## src/rtl/motor_pkg.sv

```systemverilog
// Shared FSM/command types and coil sequence tables for stepper_phase_driver.
// Build option: define HALF_STEP_EN to select the 8-entry half-step table.
package motor_pkg;

  typedef enum logic [1:0] {
    ST_IDLE    = 2'd0,
    ST_RUN_POS = 2'd1,
    ST_RUN_NEG = 2'd2,
    ST_DWELL   = 2'd3
  } motor_state_e;

  typedef enum logic [1:0] {
    CMD_STOP = 2'd0,
    CMD_P    = 2'd1,
    CMD_N    = 2'd2
  } motor_cmd_e;

  // Tables are packed with entry 0 in the least significant nibble.
  localparam logic [15:0] COIL_FULL = {4'b1000, 4'b0100, 4'b0010, 4'b0001};
  localparam logic [31:0] COIL_HALF = {4'b1001, 4'b1000, 4'b1100, 4'b0100,
                                       4'b0110, 4'b0010, 4'b0011, 4'b0001};

`ifdef HALF_STEP_EN
  localparam bit HALF_STEP = 1'b1;
  localparam int PHASE_W   = 3;
`else
  localparam bit HALF_STEP = 1'b0;
  localparam int PHASE_W   = 2;
`endif

  function automatic motor_cmd_e decode_cmd(input logic pos, input logic neg);
    motor_cmd_e c;
    case ({pos, neg})
      2'b10:   c = CMD_P;
      2'b01:   c = CMD_N;
      default: c = CMD_STOP;
    endcase
    return c;
  endfunction

  function automatic logic [3:0] coil_of(input logic [PHASE_W-1:0] ph);
    logic [3:0] pattern;
    if (HALF_STEP) begin
      pattern = COIL_HALF[int'(ph) * 4 +: 4];
    end else begin
      pattern = COIL_FULL[int'(ph[1:0]) * 4 +: 4];
    end
    return pattern;
  endfunction

endpackage

```

## src/rtl/step_tick_gen.sv

```systemverilog
// Step-period divider: counts 0..STEP_DIV-1 while enabled and pulses tick
// on the last count; clr restarts the period so no partial step survives.
module step_tick_gen #(
  parameter int STEP_DIV = 50000
) (
  input  logic clk,
  input  logic rst,
  input  logic clr,
  input  logic en,
  output logic tick
);

  localparam int CNT_W = (STEP_DIV > 2) ? $clog2(STEP_DIV) : 1;
  localparam logic [CNT_W-1:0] CNT_LAST = CNT_W'(STEP_DIV - 1);

  logic [CNT_W-1:0] cnt_r;

  // Period counter with synchronous clear and wrap on the last count.
  always_ff @(posedge clk) begin
    if (rst) begin
      cnt_r <= {CNT_W{1'b0}};
    end else if (clr || !en) begin
      cnt_r <= {CNT_W{1'b0}};
    end else if (cnt_r == CNT_LAST) begin
      cnt_r <= {CNT_W{1'b0}};
    end else begin
      cnt_r <= cnt_r + CNT_W'(1);
    end
  end

  assign tick = en && (cnt_r == CNT_LAST);

endmodule

```

## src/rtl/stepper_phase_driver.sv

```systemverilog
// Per-axis stepper driver: turns pos/neg commands into a coil sequence and
// tracks position in steps. Build option HALF_STEP_EN selects half-stepping.
module stepper_phase_driver
  import motor_pkg::*;
#(
  parameter int STEP_DIV = 50000,
  parameter int POS_W    = 16,
  parameter int POS_MAX  = 360
) (
  input  logic             clk,
  input  logic             rst,
  input  logic             cmd_pos,
  input  logic             cmd_neg,
  output logic [3:0]       coil,
  output logic [POS_W-1:0] position,
  output logic             busy,
  output logic             at_limit
);

  localparam logic [POS_W-1:0] POS_LIMIT = POS_W'(POS_MAX);

  motor_state_e       state_r;
  motor_state_e       state_next_s;
  motor_cmd_e         cmd_s;
  logic               tick_s;
  logic               step_s;
  logic               tick_clr_s;
  logic               tick_en_s;
  logic [PHASE_W-1:0] phase_r;
  logic [3:0]         coil_r;
  logic [POS_W-1:0]   position_r;
  logic               busy_r;
  logic               at_limit_r;

  assign cmd_s      = decode_cmd(cmd_pos, cmd_neg);
  // Any state change (entry to RUN_* or DWELL) restarts the step period.
  assign tick_clr_s = (state_next_s != state_r);
  assign tick_en_s  = (state_r != ST_IDLE);

  step_tick_gen #(.STEP_DIV(STEP_DIV)) u_tick (
    .clk  (clk),
    .rst  (rst),
    .clr  (tick_clr_s),
    .en   (tick_en_s),
    .tick (tick_s)
  );

  // FSM state register.
  always_ff @(posedge clk) begin
    if (rst) begin
      state_r <= ST_IDLE;
    end else begin
      state_r <= state_next_s;
    end
  end

  // Next-state decode; a step is only issued while holding the same direction.
  always_comb begin
    state_next_s = state_r;
    step_s       = 1'b0;
    case (state_r)
      ST_IDLE: begin
        case (cmd_s)
          CMD_P:   state_next_s = ST_RUN_POS;
          CMD_N:   state_next_s = ST_RUN_NEG;
          default: state_next_s = ST_IDLE;
        endcase
      end
      ST_RUN_POS: begin
        case (cmd_s)
          CMD_P:   step_s       = tick_s;
          CMD_N:   state_next_s = ST_DWELL;
          default: state_next_s = ST_IDLE;
        endcase
      end
      ST_RUN_NEG: begin
        case (cmd_s)
          CMD_N:   step_s       = tick_s;
          CMD_P:   state_next_s = ST_DWELL;
          default: state_next_s = ST_IDLE;
        endcase
      end
      ST_DWELL: begin
        case (cmd_s)
          CMD_P: begin
            if (tick_s) begin
              state_next_s = ST_RUN_POS;
            end else begin
              state_next_s = ST_DWELL;
            end
          end
          CMD_N: begin
            if (tick_s) begin
              state_next_s = ST_RUN_NEG;
            end else begin
              state_next_s = ST_DWELL;
            end
          end
          default: state_next_s = ST_IDLE;
        endcase
      end
      default: state_next_s = ST_IDLE;
    endcase
  end

  // Phase, position, coil and flag registers. phase counts steps taken, and
  // the coil shows table entry phase-1, so the first step energises entry 0.
  always_ff @(posedge clk) begin
    if (rst) begin
      phase_r    <= {PHASE_W{1'b0}};
      position_r <= {POS_W{1'b0}};
      coil_r     <= 4'b0000;
      busy_r     <= 1'b0;
      at_limit_r <= 1'b0;
    end else begin
      busy_r <= (state_r != ST_IDLE);
      if (step_s && (state_r == ST_RUN_POS)) begin
        if (position_r < POS_LIMIT) begin
          phase_r    <= phase_r + PHASE_W'(1);
          position_r <= position_r + POS_W'(1);
          coil_r     <= coil_of(phase_r);
          at_limit_r <= 1'b0;
        end else begin
          at_limit_r <= 1'b1;
        end
      end else if (step_s && (state_r == ST_RUN_NEG)) begin
        if (position_r != {POS_W{1'b0}}) begin
          phase_r    <= phase_r - PHASE_W'(1);
          position_r <= position_r - POS_W'(1);
          coil_r     <= coil_of(PHASE_W'(phase_r - PHASE_W'(2)));
          at_limit_r <= 1'b0;
        end else begin
          at_limit_r <= 1'b1;
        end
      end else if (state_next_s == ST_IDLE) begin
        at_limit_r <= 1'b0;
      end
    end
  end

  assign coil     = coil_r;
  assign position = position_r;
  assign busy     = busy_r;
  assign at_limit = at_limit_r;

endmodule

```

## config.mk

```make
export PLATFORM = sky130hd
export DESIGN_NAME = stepper_phase_driver
export DESIGN_NICKNAME = d
export VERILOG_FILES = /design/src/rtl/motor_pkg.sv /design/src/rtl/step_tick_gen.sv /design/src/rtl/stepper_phase_driver.sv
export SDC_FILE = /design/constraint.sdc
export NUM_CORES = 1
export LEC_CHECK = 0
export BUFFER_PORTS_ARGS = -buffer_cell sky130_fd_sc_hd__buf_2
export CORE_AREA = 5 5 76 78
export DETAILED_ROUTE_END_ITERATION = 8
export DIE_AREA = 0 0 81 83
export GPL_TIMING_DRIVEN = 0
export PLACE_DENSITY = 0.79
export SYNTH_ARGS = -nofsm -noshare
export SYNTH_HDL_FRONTEND = slang
export SYNTH_SLANG_ARGS = --single-unit
```

## constraint.sdc

```tcl
create_clock -name clk -period 4.5 [get_ports clk]
set_input_delay 0 -clock clk [delete_from_list [all_inputs] [get_ports clk]]
set_output_delay 0 -clock clk [all_outputs]
set_load 0.005 [all_outputs]
```

==> metrics.txt <==
# TYPE chip_impl_metric gauge
chip_impl_info{name="run_status",value="finished, final reports clean"} 1
chip_impl_info{name="cpMostUsedCell",value="ha_1"} 1
chip_impl_metric{name="post_synth.cell_area_avg",unit="um2"} 8.868
chip_impl_info{name="worst_setup_path_start_kind",value="flip-flop"} 1
chip_impl_info{name="synth_most_common_cell",value="dfxtp_1"} 1
chip_impl_metric{name="number_of_clock_buffers_inserted_by_tritoncts",unit=""} 5
chip_impl_metric{name="detailed_place_hpwl",unit="um"} 4753
chip_impl_metric{name="first_pass_iters",unit=""} 4
chip_impl_metric{name="post_cts_resize_count",unit=""} 0
chip_impl_metric{name="initial_utilization",unit="%"} 58.42
chip_impl_metric{name="detail-route-antenna-nets",unit=""} 0
chip_impl_metric{name="max_stage_delay",unit="ns"} 0.54
chip_impl_info{name="tritoncts_clock_tree",value="built"} 1
chip_impl_info{name="hp-class",value="input port to flip-flop"} 1
chip_impl_metric{name="rr_worst_depth",unit=""} 13
chip_impl_metric{name="num-fill-cells",unit=""} 470
chip_impl_metric{name="grt.total_usage",unit="%"} 19.68
chip_impl_info{name="synth.largest_area_cell",value="dfxtp_1"} 1
chip_impl_metric{name="cts.htree.levels",unit=""} 2
chip_impl_metric{name="period_minus_slack",unit="ns"} 4.062
chip_impl_metric{name="cts_setup_buffers",unit=""} 0
chip_impl_info{name="clockRootBuffer",value="clkbuf_8"} 1
chip_impl_metric{name="syn_area",unit="um2"} 2927
chip_impl_metric{name="worst_slew_margin_rel",unit="%"} 53.53
chip_impl_metric{name="totalNegativeSetupSlack",unit="ns"} 0
chip_impl_metric{name="routed_wirelength",unit="um"} 6263
chip_impl_metric{name="yosys_register_bits",unit=""} 42
chip_impl_metric{name="post_drt_wl_per_cell",unit="um"} 14.50
chip_impl_info{name="rsz0062_at_grt",value="no"} 1
chip_impl_metric{name="finish_stage_setup_viols",unit=""} 0
chip_impl_metric{name="p_comb_share",unit="%"} 4.3
chip_impl_metric{name="arrival",unit="ns"} 4.25
chip_impl_metric{name="power.density",unit="nW/um2"} 215.3
chip_impl_info{name="cp_cell_sequence",value="inv_1 -> ha_1 -> and4b_1 -> nand4_2 -> nor2_1 -> nand2_1 -> ha_1 -> a211o_1 -> or2_2 -> o32ai_1 -> a31oi_1 -> mux2i_1 -> mux2_2"} 1
chip_impl_metric{name="cts_hold_repair.buffers",unit=""} 0
chip_impl_metric{name="layout_area_overhead",unit="%"} 10.73
chip_impl_info{name="post_synth_most_frequent_cells",value="42 x dfxtp_1, 41 x nor2_1, 29 x ha_1, 17 x inv_1, 17 x xnor2_1"} 1
chip_impl_metric{name="synth.distinct_cells",unit=""} 56
chip_impl_metric{name="diodes_inserted",unit=""} 0
chip_impl_metric{name="finalNonFillerCells",unit=""} 432
chip_impl_metric{name="final_net_count",unit=""} 395
chip_impl_metric{name="dpl.cell_count",unit=""} 424
chip_impl_metric{name="mappedNetlistNets",unit=""} 364
chip_impl_info{name="type_of_the_setup_path_with_the_least_slack",value="flip-flop to flip-flop"} 1
chip_impl_metric{name="syn_inst",unit=""} 330
chip_impl_info{name="endpoint_kind",value="flip-flop"} 1
chip_impl_metric{name="die_h",unit="um"} 83
chip_impl_metric{name="die_w",unit="um"} 81
chip_impl_metric{name="clock_latency",unit="ns"} 0.29
chip_impl_metric{name="dr_total_vias",unit=""} 2481
chip_impl_metric{name="worstMarginPinSlew",unit="ns"} 0.6954
chip_impl_metric{name="clk_pin_slew_worst_paths",unit="ns"} 0.08
chip_impl_metric{name="total_switching_power",unit="mW"} 0.1481
chip_impl_metric{name="synthesis.yosys.warnings",unit=""} 0
chip_impl_metric{name="synth_async_sr_flop_share",unit="%"} 0
chip_impl_metric{name="fp.dieArea",unit="um2"} 6723
chip_impl_metric{name="fin_crit_sh",unit="%"} 90.27
chip_impl_metric{name="routed_via_density",unit=""} 5.743
chip_impl_metric{name="clock_path_buffers",unit=""} 2
chip_impl_metric{name="critPathRequiredTime",unit="ns"} 4.69
chip_impl_metric{name="floorplan.io_pins",unit=""} 26
chip_impl_metric{name="seq_area_frac_synth",unit="%"} 28.73
chip_impl_metric{name="cts_sinks",unit=""} 42
chip_impl_metric{name="timing.max_cap.violations",unit=""} 0
chip_impl_metric{name="report.final.hold_viol_count",unit=""} 0
chip_impl_metric{name="post_route_cells_drive_above_1_share",unit="%"} 15.75
chip_impl_metric{name="io_buffers",unit=""} 24
chip_impl_metric{name="routabilityCongestion",unit=""} 0.8643
chip_impl_metric{name="grt_pass1_vias",unit=""} 2498
chip_impl_metric{name="core_area",unit="um2"} 5010
chip_impl_metric{name="grt_antenna_before_repair",unit=""} 0
chip_impl_metric{name="synth_enable_flop_cells",unit=""} 0
chip_impl_metric{name="row_count",unit=""} 26
chip_impl_metric{name="grt_overflow",unit=""} 0
chip_impl_metric{name="number_of_pins_exceeding_their_max_slew_limit_in_the_final_report",unit=""} 0
chip_impl_metric{name="switching_share",unit="%"} 21.23
chip_impl_metric{name="post-route-drc-count",unit=""} 0
chip_impl_metric{name="pin_count_of_the_biggest_net_entering_global_routing",unit=""} 18
chip_impl_metric{name="vdd_ir_drop_max",unit="uV"} 183.2
chip_impl_metric{name="p_leak",unit="nW"} 1.367
chip_impl_info{name="most_used_dff_post_synth",value="dfxtp_1"} 1
chip_impl_metric{name="clock_network_power_share",unit="%"} 42.0
chip_impl_metric{name="clock_skew",unit="ns"} 0.005088
chip_impl_info{name="synth.area.top_cells",value="dfxtp_1 29%, ha_1 12%, nor2_1 5.3%, xnor2_1 5.1%, mux2i_1 4.8%"} 1
chip_impl_metric{name="grt_first_pass_wirelength",unit="um"} 10890
chip_impl_metric{name="detailedRoute.firstIterationViolations",unit=""} 73
chip_impl_metric{name="post-synth-top-area-fraction",unit="%"} 28.73
chip_impl_metric{name="power.share.sequential",unit="%"} 53.7
chip_impl_info{name="critPathSlowestCell",value="ha_1"} 1
chip_impl_metric{name="max_freq",unit="MHz"} 246.2
chip_impl_metric{name="path_max_fanout",unit=""} 17
chip_impl_metric{name="whs_path_depth",unit=""} 2
chip_impl_metric{name="power_report.internal_total",unit="mW"} 0.5497
worst max-delay path: cells and delay by family, from the launching register on:
family          cells  cell delay [ns]
buf+inv             1             0.13
flops               1             0.47
compound gates      3             0.70
fa+ha+maj           2             0.78
simple gates        5             1.32
mux                 2             0.55
state kept, by name (all words and copies together), names as in the netlist:
| signal | count |
|---|---|
| position | 16 |
| coil | 4 |
| busy | 1 |
| phase_r | 2 |
| at_limit | 1 |
| u_tick.cnt_r | 16 |
| state_r | 2 |
stage by stage:
step / power, mW / cell area, um2 / util (%) / setup slack, ns / hold WS [ns]
after CTS: 0.7006 / 3241 / 64.69 / 0.4481 / 0.1454
after floorplan: 0.4052 / 2927 / - / 1.065 / 0.2842
after global placement: 0.4130 / 3134 / 62.56 / 0.5757 / 0.3905
after global routing: 0.7226 / 3241 / 64.69 / 0.09009 / 0.1643
final: 0.6979 / 3241 / 64.69 / 0.4380 / 0.1334
after detailed placement: 0.4132 / 3134 / 62.56 / 0.4816 / 0.3823
routing by layer:
layer | vias to the layer above | wire length, um | global-route usage, % | share of wire, %
met5 | - | 0 | 0 | 0
met4 | 0 | 89 | 6.144 | 1.4
met3 | 9 | 213 | 3.139 | 3.4
met2 | 39 | 3252 | 35.77 | 52
met1 | 1197 | 2706 | 22.94 | 43
li1 | 1236 | - | - | -
worst paths after layout:
path                                    from                          to  slack, ns
hold / removal                           rst             busy$_SDFF_PP0_       0.13
setup / recovery       state_r[0]$_SDFF_PP0_   position[15]$_SDFFE_PP0P_       0.44
hold reg to reg   u_tick.cnt_r[0]$_SDFF_PP0_  u_tick.cnt_r[0]$_SDFF_PP0_       0.46
setup reg to reg       state_r[0]$_SDFF_PP0_   position[15]$_SDFFE_PP0P_       0.44
placed cells by master (no fill, tap or decap), types with 8 or more instances in the layout:
cell / n
nand2b_1: 11
xnor2_1: 17
dfxtp_1: 42
ha_1: 29
a21oi_1: 14
nand2_1: 12
mux2i_1: 14
o21ai_0: 9
nor2_2: 10
o21a_1: 11
nor3_1: 8
inv_1: 17
nor2_1: 41
buf_2: 24
nand3_1: 8
xor2_1: 8
cell families (layout without fill, tap and decap cells):
logic type                 Yosys count  after routing  synth area share, %
DFF                                 42             42                28.73
AOI/OAI and AO/OA                   68             68                16.89
xor gates and xnor gates            25             25                7.482
muxes                               16             16                5.558
buffers and inverters               25             57                4.489
and+or+nand+nor                    124            124                23.77
adders and majority gates           30             30                13.08
area by class of cell:
class / instances / area, um2 / area share (%)
Clock inverter: 1 / 30.03 / 0.9266
Multi-Input combinational cell: 263 / 1954 / 60.31
Buffer: 8 / 67.56 / 2.085
Sequential cell: 42 / 840.8 / 25.95
Clock buffer: 7 / 76.32 / 2.355
Tap cell: 70 / 87.58 / 2.703
Timing Repair Buffer: 24 / 120.1 / 3.707
Inverter: 17 / 63.81 / 1.969
power groups by stage:
stage	logic [mW]	registers (mW)	clock network (mW)
after global placement	0.0293	0.384	0
after global routing	0.0338	0.375	0.314
after CTS	0.0300	0.375	0.296
final	0.0297	0.375	0.293
after floorplan	0.0219	0.383	0
after detailed placement	0.0296	0.384	0
(Power assumes the default switching activity.)
